===== config.mk =====
export PLATFORM = sky130hd
export DESIGN_NAME = key_click_decoder
export DESIGN_NICKNAME = d
export VERILOG_FILES = /design/src/rtl/key_click_decoder.sv
export SDC_FILE = /design/constraint.sdc
export NUM_CORES = 1
export LEC_CHECK = 0
export ABC_CLOCK_PERIOD_IN_PS = 6220
export BUFFER_PORTS_ARGS = -buffer_cell sky130_fd_sc_hd__buf_2
export CAP_MARGIN = 30
export CORE_ASPECT_RATIO = 1.75
export CORE_MARGIN = 8
export CORE_UTILIZATION = 40
export DETAILED_ROUTE_END_ITERATION = 10
export PLACE_DENSITY = 0.63
export SKIP_LAST_GASP = 1
export SLEW_MARGIN = 40
export SYNTH_ARGS = -nofsm -noshare
export SYNTH_HDL_FRONTEND = slang
export SYNTH_SLANG_ARGS = --single-unit

===== constraint.sdc =====
create_clock -name clk -period 6.22 [get_ports clk]
set_clock_uncertainty 0.05 [all_clocks]
set_input_delay 0.622 -clock clk [delete_from_list [all_inputs] [get_ports clk]]
set_output_delay 0.622 -clock clk [all_outputs]
set_load 0.01 [all_outputs]

===== src/rtl/key_click_decoder.sv =====
// Gesture classifier for a debounced key: short press, double click,
// long press and auto-repeat, all as registered one-cycle pulses.
module key_click_decoder #(
    parameter int CNT_W      = 26,
    parameter int LONG_CNT   = 50_000_000,
    parameter int DOUBLE_GAP = 15_000_000,
    parameter int REPEAT_CNT = 10_000_000
) (
    input  logic clk,
    input  logic rst,
    input  logic key_flag,
    input  logic key_value,
    output logic short_press,
    output logic double_click,
    output logic long_press,
    output logic repeat_pulse,
    output logic busy
);

    typedef enum logic [2:0] {
        IDLE,
        PRESS1,
        WAIT2,
        PRESS2,
        LONG
    } state_t;

    localparam logic [CNT_W-1:0] LONG_TC = CNT_W'(LONG_CNT - 1);
    localparam logic [CNT_W-1:0] GAP_TC  = CNT_W'(DOUBLE_GAP - 1);
    localparam logic [CNT_W-1:0] REP_TC  = CNT_W'(REPEAT_CNT - 1);

    state_t           state_q, state_d;
    logic [CNT_W-1:0] timer_q, timer_d;
    logic             short_press_q, short_press_d;
    logic             double_click_q, double_click_d;
    logic             long_press_q, long_press_d;
    logic             repeat_pulse_q, repeat_pulse_d;
    logic             busy_q, busy_d;
    logic             press_ev;
    logic             rel_ev;
    logic             rep_clr;
    logic             timed;

    assign press_ev = key_flag & ~key_value;
    assign rel_ev   = key_flag & key_value;

    always_comb begin
        state_d        = state_q;
        short_press_d  = 1'b0;
        double_click_d = 1'b0;
        long_press_d   = 1'b0;
        repeat_pulse_d = 1'b0;
        rep_clr        = 1'b0;
        timed          = 1'b0;
        unique case (state_q)
            IDLE: begin
                if (press_ev) state_d = PRESS1;
            end
            PRESS1: begin
                timed = 1'b1;
                if (rel_ev) begin
                    state_d = WAIT2;
                end else if (timer_q == LONG_TC) begin
                    state_d      = LONG;
                    long_press_d = 1'b1;
                end
            end
            WAIT2: begin
                timed = 1'b1;
                if (press_ev) begin
                    state_d = PRESS2;
                end else if (timer_q == GAP_TC) begin
                    state_d       = IDLE;
                    short_press_d = 1'b1;
                end
            end
            PRESS2: begin
                if (rel_ev) begin
                    state_d        = IDLE;
                    double_click_d = 1'b1;
                end
            end
            LONG: begin
                timed = 1'b1;
                if (rel_ev) begin
                    state_d = IDLE;
                end else if (timer_q == REP_TC) begin
                    repeat_pulse_d = 1'b1;
                    rep_clr        = 1'b1;
                end
            end
            default: state_d = IDLE;
        endcase

        // Any state change or repeat tick restarts the gesture timer
        timer_d = timer_q;
        if ((state_d != state_q) || rep_clr) begin
            timer_d = '0;
        end else if (timed) begin
            timer_d = timer_q + CNT_W'(1);
        end

        busy_d = (state_d != IDLE);
    end

    always_ff @(posedge clk) begin
        if (rst) begin
            state_q        <= IDLE;
            timer_q        <= '0;
            short_press_q  <= 1'b0;
            double_click_q <= 1'b0;
            long_press_q   <= 1'b0;
            repeat_pulse_q <= 1'b0;
            busy_q         <= 1'b0;
        end else begin
            state_q        <= state_d;
            timer_q        <= timer_d;
            short_press_q  <= short_press_d;
            double_click_q <= double_click_d;
            long_press_q   <= long_press_d;
            repeat_pulse_q <= repeat_pulse_d;
            busy_q         <= busy_d;
        end
    end

    assign short_press  = short_press_q;
    assign double_click = double_click_q;
    assign long_press   = long_press_q;
    assign repeat_pulse = repeat_pulse_q;
    assign busy         = busy_q;

endmodule


# [After elaboration in Yosys (flattened, before gate mapping)]
# Cells that the tools add are included.
# W data, S select, Z words.
[classes] addsub=1 n_eq_ne=8 mux=14 bitwise_logic=6 reduce_logical=9
[ops] cell="$eq A26 B24 Y1 const B" n=2
[ops] cell="$add A26 B1 Y26 const B" n=1
[ops] cell="$eq A26 B26 Y1 const B" n=1
[ops] cell="$mux W3" n=6
[ops] cell="$pmux W3 S4" n=1
[ops] cell="$reduce_or A3 Y1" n=3
[ops] cell="$mux W1" n=7
[ops] cell="$eq A3 B2 Y1 const B" n=2
[ops] cell="$reduce_or A2 Y1" n=3
[ops] cell="$not A1 Y1" n=4
[ops] cell="$eq A3 B1 Y1 const B" n=1
[ops] cell="$eq A3 B3 Y1 const B" n=1
[ops] cell="$logic_not A3 Y1" n=1
[ops] cell="$ne A3 B3 Y1" n=1
[ops] cell="$reduce_bool A3 Y1" n=1
[ops] cell="$and A1 B1 Y1" n=2
[ops] cell="$logic_or A1 B1 Y1" n=1
[totals] regBits=34 word_cells=45

# [Logic depth before layout (Yosys ltp)]
[logic_depth] depth_word=7 depth_mapped=8

# [Worst setup path before layout]
# OpenSTA, ideal clock, no wires.
[synth_timing] path_type="input to register" start="in key_value" end="reg timer_q[0]" setup_time_ns=0.116 arrival_time_ns=2.109 required_time_ns=6.054 path_slack_ns=3.945 stages=6 n_path_buf=1 cell_sequence="and2_2 or4_1 or4_4 a21oi_4 buf_6 nor3_1"
[synth_via] elab_chain_cells=7
[synth_rtl] element="from (decl)" line="12" source="input logic key_value,"
[synth_rtl] element="$not A1 Y1" line="44" source="assign press_ev = key_flag & ~key_value;"
[synth_rtl] element="$and A1 B1 Y1" line="44"
[synth_rtl] element="$mux W3, on equally long branches" line="70, 57"
[synth_rtl] element="$pmux W3 S4" line="55" source="unique case (state_q)"
[synth_rtl] element="$ne A3 B3 Y1" line="97" source="if ((state_d != state_q) || rep_clr) begin"
[synth_rtl] element="$logic_or A1 B1 Y1 (*)" line="97"
[synth_rtl] element="$reduce_or A2 Y1 (no source line) (*)"
[synth_rtl] element="to (signal assigned)" line="117" source="timer_q <= timer_d;"
[synth_rtl] element="to (decl)" line="33" source="logic [CNT_W-1:0] timer_q, timer_d;"
# Every way passes the cells marked *; elsewhere a longest branch is shown, timed or not.
# A chain may end at the register's enable or synchronous reset.

# [Worst setup path in the final report]
[layout_timing] start="reg timer_q[14]" end="reg timer_q[21]"
[layout_via] elab_chain_cells=7
[layout_rtl] element="$eq A26 B24 Y1 / $eq A26 B26 Y1 (equally long branches)" line="72, 63"
[layout_rtl] element="$mux W3, on equally long branches" line="72, 63"
[layout_rtl] element="$mux W3, on equally long branches" line="70, 61"
[layout_rtl] element="$pmux W3 S4" line="55"
[layout_rtl] element="$ne A3 B3 Y1" line="97"
[layout_rtl] element="$logic_or A1 B1 Y1" line="97"
[layout_rtl] element="$reduce_or A2 Y1 (no source line)"
# Parallel ways exist; a longest one is shown, timed or not.

==> impl_metrics.env <==
export IMPL_outcome="complete, no violations"
export IMPL_final_cell_mix="dfxtp_1, nor3_1, xor2_1"
export IMPL_crit_path_top_delay_cell="a21oi_4"
export IMPL_clock_tree_root_cell="clkbuf_8"
export IMPL_antenna_cells_inserted=0
export IMPL_grt_setup_unrepaired="no"
export IMPL_avgRoutedWirePerCell_um=15.8
export IMPL_pre_cts_ws_ns=3.42
export IMPL_relSlewSlack_pct=45.1
export IMPL_ys_seq_area_share_pct=37.7
export IMPL_vias=1519
export IMPL_grt_max_degree=27
export IMPL_cts_clk_slew_worst_paths_ns=0.06
export IMPL_hpwl_mm=3.01
export IMPL_crit_chain="or4b_1 -> or3_1 -> or4_4 -> a21oi_4 -> nor3_1"
export IMPL_finalWirelength_mm=4.10
export IMPL_min_period_ns=2.64
export IMPL_p_leak_uw=0.000616
export IMPL_postLayoutCoreUtil_pct=43.5
export IMPL_yosys_area_top_type="dfxtp_1"
export IMPL_cts_sinks=34
export IMPL_fin_area_um2=1900
export IMPL_min_period_over_period_pct=42.5
export IMPL_synth_area_top_cells="dfxtp_1, nor3_1, xor2_1"
export IMPL_cts_buffer_depth=2
export IMPL_nFillCells=455
export IMPL_cts_tree="done"
export IMPL_path_max_fanout=26
export IMPL_grtUsageTotal_pct=12.7
export IMPL_first_pass_iters=4
export IMPL_tightest_slew_ns=0.817
export IMPL_postSynthAreaPerCell_um2=8.98
export IMPL_setup_ws_ns=3.58
export IMPL_r2r_cells=5
export IMPL_max_stage_delay_ns=0.60
export IMPL_arrival_ns=2.73
export IMPL_area_delta_synth_final_pct=5.20
export IMPL_setup_viol=0
export IMPL_ctsResizeCount=0
export IMPL_ant_nets=0
export IMPL_max_cap_viol_count=0
export IMPL_drc=0
export IMPL_ys_warn_count=0
export IMPL_fp_row_count=32
export IMPL_grt_pass1_wl_mm=7.00
export IMPL_grt_pass1_vias=1438
export IMPL_critPathRequiredTime_ns=6.30
export IMPL_die_w_um=66.8
export IMPL_reg2reg_slack_ns=3.58
export IMPL_ys_async_sr_fraction_pct=0
export IMPL_fin_nets=213
export IMPL_crit_type="reg2reg"
export IMPL_synth_edff_count=0
export IMPL_yosys_area_top_type_share_pct=37.7
export IMPL_max_freq_mhz=378
export IMPL_crit_reg2reg_capture="timer_q[21]"
export IMPL_synthCells=201
export IMPL_regToRegStartpoint="timer_q[14]"
export IMPL_cts_setup_buffers=0
export IMPL_power_density_nw_per_um2=206
export IMPL_place_congestion=0.849
export IMPL_syn_nets=206
export IMPL_clock_latency_ns=0.28
export IMPL_critPathLaunchType="flip-flop"
export IMPL_layout_commonest_cell="dfxtp_1"
export IMPL_hold_ws_ns=0.489
export IMPL_die_height_um=105
export IMPL_synth_ff_latch_count=34
export IMPL_cp_end_kind="flip-flop"
export IMPL_viasPerCell=5.86
export IMPL_endpoint="timer_q[21]"
export IMPL_grt_overflow=0
export IMPL_setup_tns_ns=0
export IMPL_antenna_found_initial=0
export IMPL_fp_coreArea_um2=4360
export IMPL_numCtsBuffers=5
export IMPL_start_util_pct=41.4
export IMPL_placed_area_um2=1820
export IMPL_io_pins=9
export IMPL_synth_distinct_cells=45
export IMPL_finalMaxSlewViolations=0
export IMPL_hp_class="reg2reg"
export IMPL_cts_max_level=2
export IMPL_synth_ff_type="dfxtp_1"
export IMPL_hold_buffers=0
export IMPL_irDropWorstVdd_v=0.000111
export IMPL_die_area_um2=7000
export IMPL_hold_viol=0
export IMPL_final_layout_size_suffix_gt1_share_pct=11.5
export IMPL_portBuffers=8
export IMPL_synth_area_um2=1810
export IMPL_crit_start="timer_q[14]"
export IMPL_initialDrtViolationCount=82
==> synthesized netlist by cell type, types with 2 or more instances <==
master and number:
inv_1 3, and3_1 6, clkbuf_8 3, nand4_1 15, xnor2_1 11, o21ai_0 2, a21o_1 2, nor4_1 8
nor2_1 11, and4_1 2, xor2_1 16, nand4b_1 2, nor4b_1 2, nand3_1 8, dfxtp_1 34, or4_4 2
buf_6 4, nor3b_1 2, nor3_1 30, nand2_1 12, o21a_1 2
==> power by group <==
group / internal [uW] / switching (uW) / total (uW)
Combinational: 7.10 / 14.4 / 21.5
Clock: 76.9 / 70.4 / 147
Sequential: 220 / 2.79 / 223
Total: 304 / 87.6 / 392
==> critical path: cells and delay by family (launching register included) <==
| family | cells | cell delay (ns) |
|---|---|---|
| compound gates | 1 | 0.60 |
| flops | 1 | 0.36 |
| simple gates | 4 | 1.48 |
==> stage by stage <==
stage,total power [uW],instances
CTS,396,259
detailed placement,249,252
global route,410,259
floorplan,247,201
finish,392,259
global placement,249,252
==> sequential cells by signal, indices dropped and copies added (netlist names) <==
name          cells
timer_q          26
state_q           3
busy              1
double_click      1
long_press        1
repeat_pulse      1
short_press       1
==> cell type report <==
class | instances | area (um^2) | share of cell area [%]
timing repair buffer | 9 | 47.5 | 2.50
multi-input combinational | 155 | 1020 | 53.7
inverter | 3 | 11.3 | 0.593
clock buffer | 7 | 76.3 | 4.02
sequential | 34 | 681 | 35.8
tap | 51 | 63.8 | 3.36
==> cells by family after synthesis <==
kind of cell,share of synthesized area (%)
buffers and inverters,5.89
AOI/OAI and AO/OA,6.17
adders and majority gates,0.693
muxes,0.554
and+or+nand+nor,35.9
DFF,37.7
xor gates and xnor gates,13.1
==> routing by layer <==
metal	vias up	routed length, um	track usage (%)
li1	758	-	-
met1	728	1660	13.7
met2	24	2180	21.3
met3	9	142	2.99
met4	0	112	7.68
met5	-	0	0
==> worst min-delay path by stage <==
stage | startpoint | endpoint | slack, ns | depth (start not counted)
6_report | timer_q[1] | timer_q[1] | 0.49 | 2
3_3_place_gp | timer_q[1] | timer_q[1] | 0.48 | 2
3_5_place_dp | timer_q[1] | timer_q[1] | 0.48 | 2
4_1_cts | timer_q[1] | timer_q[1] | 0.49 | 2
2_1_floorplan | state_q[0] | state_q[2] | 0.46 | 2
5_1_grt | timer_q[1] | timer_q[1] | 0.53 | 2
Power figures use the tool's default switching activity.
